File: src/rtl/cfg_seq_pkg.sv
// ---------------------------------------------------------------------------
// cfg_seq_pkg
// Shared definitions for the camera-sensor configuration sequencer:
//   - FSM state encoding (legacy-compatible localparam constants)
//   - bit-field positions inside a 24-bit LUT word {reg_addr, data}
//   - default delay / count constants used as parameter defaults
// ---------------------------------------------------------------------------
package cfg_seq_pkg;

    // Sequencer states
    localparam logic [2:0] ST_INIT = 3'd0;
    localparam logic [2:0] ST_LOAD = 3'd1;
    localparam logic [2:0] ST_REQ  = 3'd2;
    localparam logic [2:0] ST_GAP  = 3'd3;
    localparam logic [2:0] ST_DONE = 3'd4;
    localparam logic [2:0] ST_ERR  = 3'd5;

    // LUT word layout: {reg_addr[23:16], data[15:0]}
    localparam int ADDR_MSB = 23;
    localparam int ADDR_LSB = 16;
    localparam int DATA_MSB = 15;

    // Shared delay counter width (wide enough for the power-up delay)
    localparam int CNT_W = 24;

    // Defaults: 20 ms power-up at 50 MHz, 100-cycle inter-transaction gap
    localparam logic [23:0] DEF_INIT_DLY  = 24'd1_000_000;
    localparam logic [15:0] DEF_GAP_DLY   = 16'd100;
    localparam logic [7:0]  DEF_READ_NUM  = 8'd2;
    localparam logic [3:0]  DEF_MAX_RETRY = 4'd3;

endpackage

File: src/rtl/cfg_delay_cnt.sv
// ---------------------------------------------------------------------------
// cfg_delay_cnt
// Loadable down-counter with a zero flag. One instance is shared by the
// power-up (INIT) and inter-transaction (GAP) delays; the sequencer reloads
// it on entry to each waiting state.
// Ports:
//   clk, rst_n  : clock, asynchronous active-low reset (loads RESET_VAL)
//   load        : load load_val this cycle (has priority over dec)
//   load_val    : value to load
//   dec         : decrement by one, saturating at zero
//   zero        : count is zero
// ---------------------------------------------------------------------------
module cfg_delay_cnt #(
    parameter int           W         = 24,
    parameter logic [W-1:0] RESET_VAL = '0
) (
    input  logic         clk,
    input  logic         rst_n,
    input  logic         load,
    input  logic [W-1:0] load_val,
    input  logic         dec,
    output logic         zero
);

    logic [W-1:0] count;

    // Counter register; reset value lets the sequencer start its
    // power-up wait straight out of reset without an extra load cycle.
    always_ff @(posedge clk or negedge rst_n) begin
        if (!rst_n) begin
            count <= RESET_VAL;
        end else if (load) begin
            count <= load_val;
        end else if (dec && (count != '0)) begin
            count <= count - W'(1);
        end
    end

    assign zero = (count == '0);

endmodule

File: src/rtl/i2c_cfg_sequencer.sv
// ---------------------------------------------------------------------------
// i2c_cfg_sequencer
// Walks the sensor configuration LUT from index 0 to lut_size-1 and issues
// one I2C transaction per entry. The first READ_NUM entries are reads whose
// data is compared with the LUT value; the rest are register writes. A
// power-up delay precedes the first transfer and a fixed gap follows each
// transfer. NACKed transfers are retried up to MAX_RETRY times.
// Ports:
//   clk, rst_n        : clock, asynchronous active-low reset
//   cfg_start         : restart pulse, honoured only in DONE/ERR
//   lut_index/lut_data: LUT address out, {reg_addr, data} back (comb.)
//   lut_size          : number of valid LUT entries
//   i2c_req/rw/addr/wdata : request to the I2C master (held while req=1)
//   i2c_done/nack/rdata   : completion pulse and status from the master
//   cfg_busy          : sequence in progress
//   cfg_done/cfg_err  : sticky completion / abort flags
//   id_mismatch       : sticky, a read returned unexpected data
// ---------------------------------------------------------------------------
module i2c_cfg_sequencer
    import cfg_seq_pkg::*;
#(
    parameter logic [23:0] INIT_DLY  = DEF_INIT_DLY,
    parameter logic [15:0] GAP_DLY   = DEF_GAP_DLY,
    parameter logic [7:0]  READ_NUM  = DEF_READ_NUM,
    parameter logic [3:0]  MAX_RETRY = DEF_MAX_RETRY
) (
    input  logic        clk,
    input  logic        rst_n,
    input  logic        cfg_start,
    output logic [7:0]  lut_index,
    input  logic [23:0] lut_data,
    input  logic [7:0]  lut_size,
    output logic        i2c_req,
    output logic        i2c_rw,
    output logic [7:0]  i2c_addr,
    output logic [15:0] i2c_wdata,
    input  logic        i2c_done,
    input  logic        i2c_nack,
    input  logic [15:0] i2c_rdata,
    output logic        cfg_busy,
    output logic        cfg_done,
    output logic        cfg_err,
    output logic        id_mismatch
);

    // Counter reload values: a wait of N cycles runs N-1 down to 0
    localparam logic [CNT_W-1:0] INIT_RELOAD = INIT_DLY - 24'd1;
    localparam logic [CNT_W-1:0] GAP_RELOAD  = {8'd0, GAP_DLY} - 24'd1;

    logic [2:0]       state;
    logic [3:0]       retry_cnt;
    logic             last_ok;
    logic             cnt_load;
    logic             cnt_dec;
    logic             cnt_zero;
    logic [CNT_W-1:0] cnt_val;

    cfg_delay_cnt #(
        .W         (CNT_W),
        .RESET_VAL (INIT_RELOAD)
    ) u_delay (
        .clk      (clk),
        .rst_n    (rst_n),
        .load     (cnt_load),
        .load_val (cnt_val),
        .dec      (cnt_dec),
        .zero     (cnt_zero)
    );

    // Delay counter control: reload on entry to GAP (any transfer that does
    // not abort) and on a restart into INIT; count down while waiting.
    always_comb begin
        cnt_load = 1'b0;
        cnt_dec  = 1'b0;
        cnt_val  = INIT_RELOAD;
        case (state)
            ST_INIT: cnt_dec = !cnt_zero;
            ST_GAP:  cnt_dec = !cnt_zero;
            ST_REQ: begin
                if (i2c_done && (!i2c_nack || (retry_cnt < MAX_RETRY))) begin
                    cnt_load = 1'b1;
                    cnt_val  = GAP_RELOAD;
                end
            end
            ST_DONE, ST_ERR: cnt_load = cfg_start;
            default: ;
        endcase
    end

    // Main sequencer FSM and registered outputs. last_ok remembers whether
    // the transfer before GAP succeeded, so a NACK reissues the same index.
    always_ff @(posedge clk or negedge rst_n) begin
        if (!rst_n) begin
            state       <= ST_INIT;
            lut_index   <= 8'd0;
            i2c_req     <= 1'b0;
            i2c_rw      <= 1'b0;
            i2c_addr    <= 8'd0;
            i2c_wdata   <= 16'd0;
            cfg_busy    <= 1'b0;
            cfg_done    <= 1'b0;
            cfg_err     <= 1'b0;
            id_mismatch <= 1'b0;
            retry_cnt   <= 4'd0;
            last_ok     <= 1'b0;
        end else begin
            case (state)
                ST_INIT: begin
                    cfg_busy <= 1'b1;
                    if (cnt_zero) begin
                        state <= ST_LOAD;
                    end
                end
                ST_LOAD: begin
                    if (lut_index >= lut_size) begin
                        state    <= ST_DONE;
                        cfg_done <= 1'b1;
                        cfg_busy <= 1'b0;
                    end else begin
                        i2c_addr  <= lut_data[ADDR_MSB:ADDR_LSB];
                        i2c_wdata <= lut_data[DATA_MSB:0];
                        i2c_rw    <= (lut_index < READ_NUM);
                        i2c_req   <= 1'b1;
                        state     <= ST_REQ;
                    end
                end
                ST_REQ: begin
                    if (i2c_done) begin
                        i2c_req <= 1'b0;
                        if (!i2c_nack) begin
                            // For reads, i2c_wdata still holds the expected value
                            if (i2c_rw && (i2c_rdata != i2c_wdata)) begin
                                id_mismatch <= 1'b1;
                            end
                            retry_cnt <= 4'd0;
                            last_ok   <= 1'b1;
                            state     <= ST_GAP;
                        end else if (retry_cnt < MAX_RETRY) begin
                            retry_cnt <= retry_cnt + 4'd1;
                            last_ok   <= 1'b0;
                            state     <= ST_GAP;
                        end else begin
                            state    <= ST_ERR;
                            cfg_err  <= 1'b1;
                            cfg_busy <= 1'b0;
                        end
                    end
                end
                ST_GAP: begin
                    if (cnt_zero) begin
                        if (last_ok) begin
                            lut_index <= lut_index + 8'd1;
                        end
                        state <= ST_LOAD;
                    end
                end
                ST_DONE, ST_ERR: begin
                    if (cfg_start) begin
                        state       <= ST_INIT;
                        lut_index   <= 8'd0;
                        cfg_done    <= 1'b0;
                        cfg_err     <= 1'b0;
                        id_mismatch <= 1'b0;
                        retry_cnt   <= 4'd0;
                        cfg_busy    <= 1'b1;
                    end
                end
                default: state <= ST_INIT;
            endcase
        end
    end

endmodule

File: config.mk
export PLATFORM = sky130hd
export DESIGN_NAME = i2c_cfg_sequencer
export DESIGN_NICKNAME = d
export VERILOG_FILES = /design/src/rtl/cfg_seq_pkg.sv /design/src/rtl/cfg_delay_cnt.sv /design/src/rtl/i2c_cfg_sequencer.sv
export SDC_FILE = /design/constraint.sdc
export NUM_CORES = 1
export LEC_CHECK = 0
export ABC_AREA = 1
export CAP_MARGIN = 15
export CORE_MARGIN = 4
export CORE_UTILIZATION = 51
export DETAILED_ROUTE_END_ITERATION = 6
export GPL_TIMING_DRIVEN = 0
export PLACE_DENSITY = 0.77
export SYNTH_ARGS = -nofsm -noshare
export SYNTH_HDL_FRONTEND = slang
export SYNTH_SLANG_ARGS = --single-unit
File: constraint.sdc
create_clock -name clk -period 2.5 [get_ports clk]
set_input_delay 0.375 -clock clk [delete_from_list [all_inputs] [get_ports clk]]
set_output_delay 0.375 -clock clk [all_outputs]
set_load 0.005 [all_outputs]
==> results of run 1 <==
[power groups by stage]
stage | clock [W] | sequential (W) | combinational (W)
2_1_floorplan | 0 | 0.00190 | 0.00152
6_report | 0.000782 | 0.00192 | 0.00254
3_3_place_gp | 0 | 0.00192 | 0.00248
4_1_cts | 0.000810 | 0.00192 | 0.00256
5_1_grt | 0.000859 | 0.00197 | 0.00285
3_5_place_dp | 0 | 0.00193 | 0.00255
[logic make-up after synthesis]
| family | share of synthesized area |
|---|---|
| and+or+nand+nor | 0.322 |
| buffers and inverters | 0.0982 |
| muxes | 0.00240 |
| adders and majority gates | 0.0359 |
| xor gates and xnor gates | 0.0314 |
| DFF | 0.423 |
| AOI/OAI and AO/OA | 0.0875 |
[through the flow]
step,instance area (sq um),hold WS (ns)
3_3_place_gp,5210,0.455
2_1_floorplan,4180,0.0794
4_1_cts,5370,0.187
3_5_place_dp,5200,0.457
6_report,5370,0.154
5_1_grt,5370,0.250
[registers in the layout (all words and copies together), names as in the netlist]
| name | count |
|---|---|
| retry_cnt | 4 |
| i2c_rw | 1 |
| u_delay.count | 24 |
| id_mismatch | 1 |
| cfg_busy | 1 |
| cfg_done | 1 |
| i2c_wdata | 16 |
| cfg_err | 1 |
| state | 3 |
| lut_index | 8 |
| i2c_req | 1 |
| i2c_addr | 8 |
| last_ok | 1 |
[layer usage]
metal  GRT usage  up-vias  part of all wire  wire length [microns]
li1            -     2041                 -                      -
met1       0.302     1874              0.46                   4900
met2       0.384      112              0.47                   5080
met3      0.0382       18             0.056                    603
met4      0.0735        0             0.014                    147
met5           0        -                 0                      0
[placed cells by master, fill, tap and decap left out, types with 3 or more instances in the layout]
cell type / instances
nand2_1: 163
nor2_1: 92
clkdlybuf4s50_1: 89
inv_1: 88
dfrtp_1: 58
a21oi_1: 34
o21ai_0: 30
nand3_1: 27
xor2_1: 13
ha_1: 12
dfstp_2: 12
nand4_1: 10
clkbuf_8: 10
nor3_1: 8
clkbuf_1: 8
buf_2: 6
inv_2: 5
nand2_2: 5
nor2_2: 4
clkinv_2: 3
[worst reg2reg max path, delay by kind of cell, from the launching register on]
kind                       cells  cell delay, ns
AOI/OAI and AO/OA              2            0.11
and+or+nand+nor                4            0.86
buffers and inverters          1            0.33
DFF                            1            0.48
adders and majority gates      1            0.35
[layout make-up]
class | instances | area share
plain buffers | 11 | 0.0105
clock buffers | 14 | 0.0284
clock inverters | 2 | 0.00187
inverters | 94 | 0.0660
multi-input cells | 416 | 0.373
flip-flops and latches | 70 | 0.329
well taps | 102 | 0.0238
repair buffers | 90 | 0.167
[final timing paths]
check,from,depth (start not counted),to
min in group clk,id_mismatch$_DFFE_PN0P_,2,id_mismatch$_DFFE_PN0P_
worst min-delay path,rst_n,1,i2c_addr[5]$_DFFE_PN0P_
worst min register to register,id_mismatch$_DFFE_PN0P_,2,id_mismatch$_DFFE_PN0P_
max in group asynchronous,rst_n,1,i2c_wdata[7]$_DFFE_PN0P_
worst max register to register,lut_index[5]$_DFFE_PN0P_,8,i2c_wdata[13]$_DFFE_PN0P_
worst max-delay path,lut_size[7],10,i2c_wdata[13]$_DFFE_PN0P_
==> impl_metrics.tcl, run 1 <==
set metrics [dict create \
    outcome "finished, final reports clean" \
    postLayoutCoreUtil 0.684 \
    worst_pin_slew_ns 0.909 \
    overflow 0 \
    drive_gt1_frac 0.0789 \
    max_freq_mhz 446 \
    finalPower_w 0.00524 \
    critPathKind "input pin to register" \
    dieArea_sq_um 9700 \
    portBuffers 90 \
    syn_nets 656 \
    start_util 0.532 \
    cp_data_required_time_ns 2.72 \
    hold_viol 0 \
    synth.most_common_cell "nand2_1" \
    postCtsSetupRepairBufs 0 \
    die_w_microns 98.5 \
    power_leakage_nw 2.71 \
    grt_setup_unrepaired "false" \
    multiInputGateArea_sq_um 2000 \
    synthTopCellsByCount "163 x nand2_1, 92 x nor2_1, 88 x inv_1" \
    cts_buffers 9 \
    dp.cells 783 \
    die_y_microns 98.5 \
    drc_errors 0 \
    nFillCells 700 \
    grt_pass1_vias 3885 \
    insertion_delay_ns 0.34 \
    critPathTopFamily "simple AND/OR/NAND/NOR gates" \
    ioPinCount 91 \
    p_sw_frac 0.416 \
    clockPowerShare 0.149 \
    drv_slew 0 \
    grt_pass1_wl_mm 18.2 \
    antenna_found_initial 0 \
    synthDistinctLibCells 34 \
    cp_slowest_stage_delay_ns 0.45 \
    synth_area_sq_um 4180 \
    clockBufferDepth 2 \
    wl_per_cell_microns 13.4 \
    holdBufCountCts 0 \
    clk_pin_slew_worst_paths_ns 0.07 \
    ctsResizeCount 0 \
    vias 4045 \
    cpMostUsedCell "a21oi_1" \
    crit_fanout 10 \
    end_kind "register" \
    synthFlopType "dfrtp_1" \
    drv_cap 0 \
    htree_levels 3 \
    slowest_stage "clkdlybuf4s50_1" \
    rows 32 \
    setup_viol 0 \
    timing.final.crit_share 0.897 \
    coreArea_sq_um 7850 \
    cts_tree "yes" \
    stdcell_count 799 \
    antenna_cells 0 \
    cp-start-kind "input pin" \
    net-switching-power_w 0.00218 \
    p_comb_frac 0.484 \
    yosys_warnings 0 \
    grtUsageTotal 0.229 \
    setup_slack_ns 0.258 \
    relSlewSlack 0.394 \
    areaGrowthSynthToFinish_pct 28.5 \
    syn_avg_cell_area_sq_um 7.07 \
    pwr-share-seq 0.367 \
    cp_cell_sequence "clkdlybuf4s50_1 > inv_1 > ha_1 > nand2_1 > a21oi_1 > nor3_1 > nand4_2 > clkbuf_1 > nor2_1 > a21oi_1" \
    arrival_ns 2.46 \
    dr.pass1.iters 5 \
    post-place-ws_ns -0.0768 \
    netlist_top_cells_area "dfrtp_1 35%, nand2_1 15%, nor2_1 8.3%" \
    hp-class "input pin to asynchronous set/reset pin" \
    synth_cells 591 \
    synth_area_leader_cell "dfrtp_1" \
    wirelength_mm 10.7 \
    r2r_slack_ns 0.26 \
    synth_top_cell_area_share 0.347 \
    regArea_sq_um 1770 \
    root_buffer "clkbuf_8" \
    ant_nets 0 \
    vdd_drop_max_mv 0.507 \
    grt_max_degree 71 \
    tns_ns 0 \
    min_period_ns 2.24 \
    cts.sinks 70 \
    nets 757 \
    path_buf_inv 3 \
    p_per_area_nw_per_um2 977 \
    fin_skew_ns 0.0147 \
    internal_power_w 0.00306 \
    async_flop_share 1.00 \
    seq_area_frac_synth 0.423 \
    synth_enable_flop_cells 0 \
    gp_congestion 0.966 \
    drtIter0Drc 203 \
    hpwlAfterDp_mm 8.18 \
    ys_ff_latch 70 \
    routed_via_density 5.06 \
]
No activity file was read; power rests on OpenSTA's default activity.
==> inputs of run 2 (changes only) <==
--- a/config.mk
+++ b/config.mk
@@ -15,3 +15,4 @@
 export SYNTH_ARGS = -nofsm -noshare
 export SYNTH_HDL_FRONTEND = slang
 export SYNTH_SLANG_ARGS = --single-unit
+export TNS_END_PERCENT = 5
==> results of run 2 <==
No change in the layout: final DEF, timing and power equal those of run 1.
==> inputs of run 3 (changes only) <==
--- a/config.mk
+++ b/config.mk
@@ -9,6 +9,7 @@
 export CAP_MARGIN = 15
 export CORE_MARGIN = 4
 export CORE_UTILIZATION = 51
+export CTS_CLUSTER_DIAMETER = 150
 export DETAILED_ROUTE_END_ITERATION = 6
 export GPL_TIMING_DRIVEN = 0
 export PLACE_DENSITY = 0.77
==> results of run 3 <==
No change in the layout: final DEF, timing and power equal those of run 1.
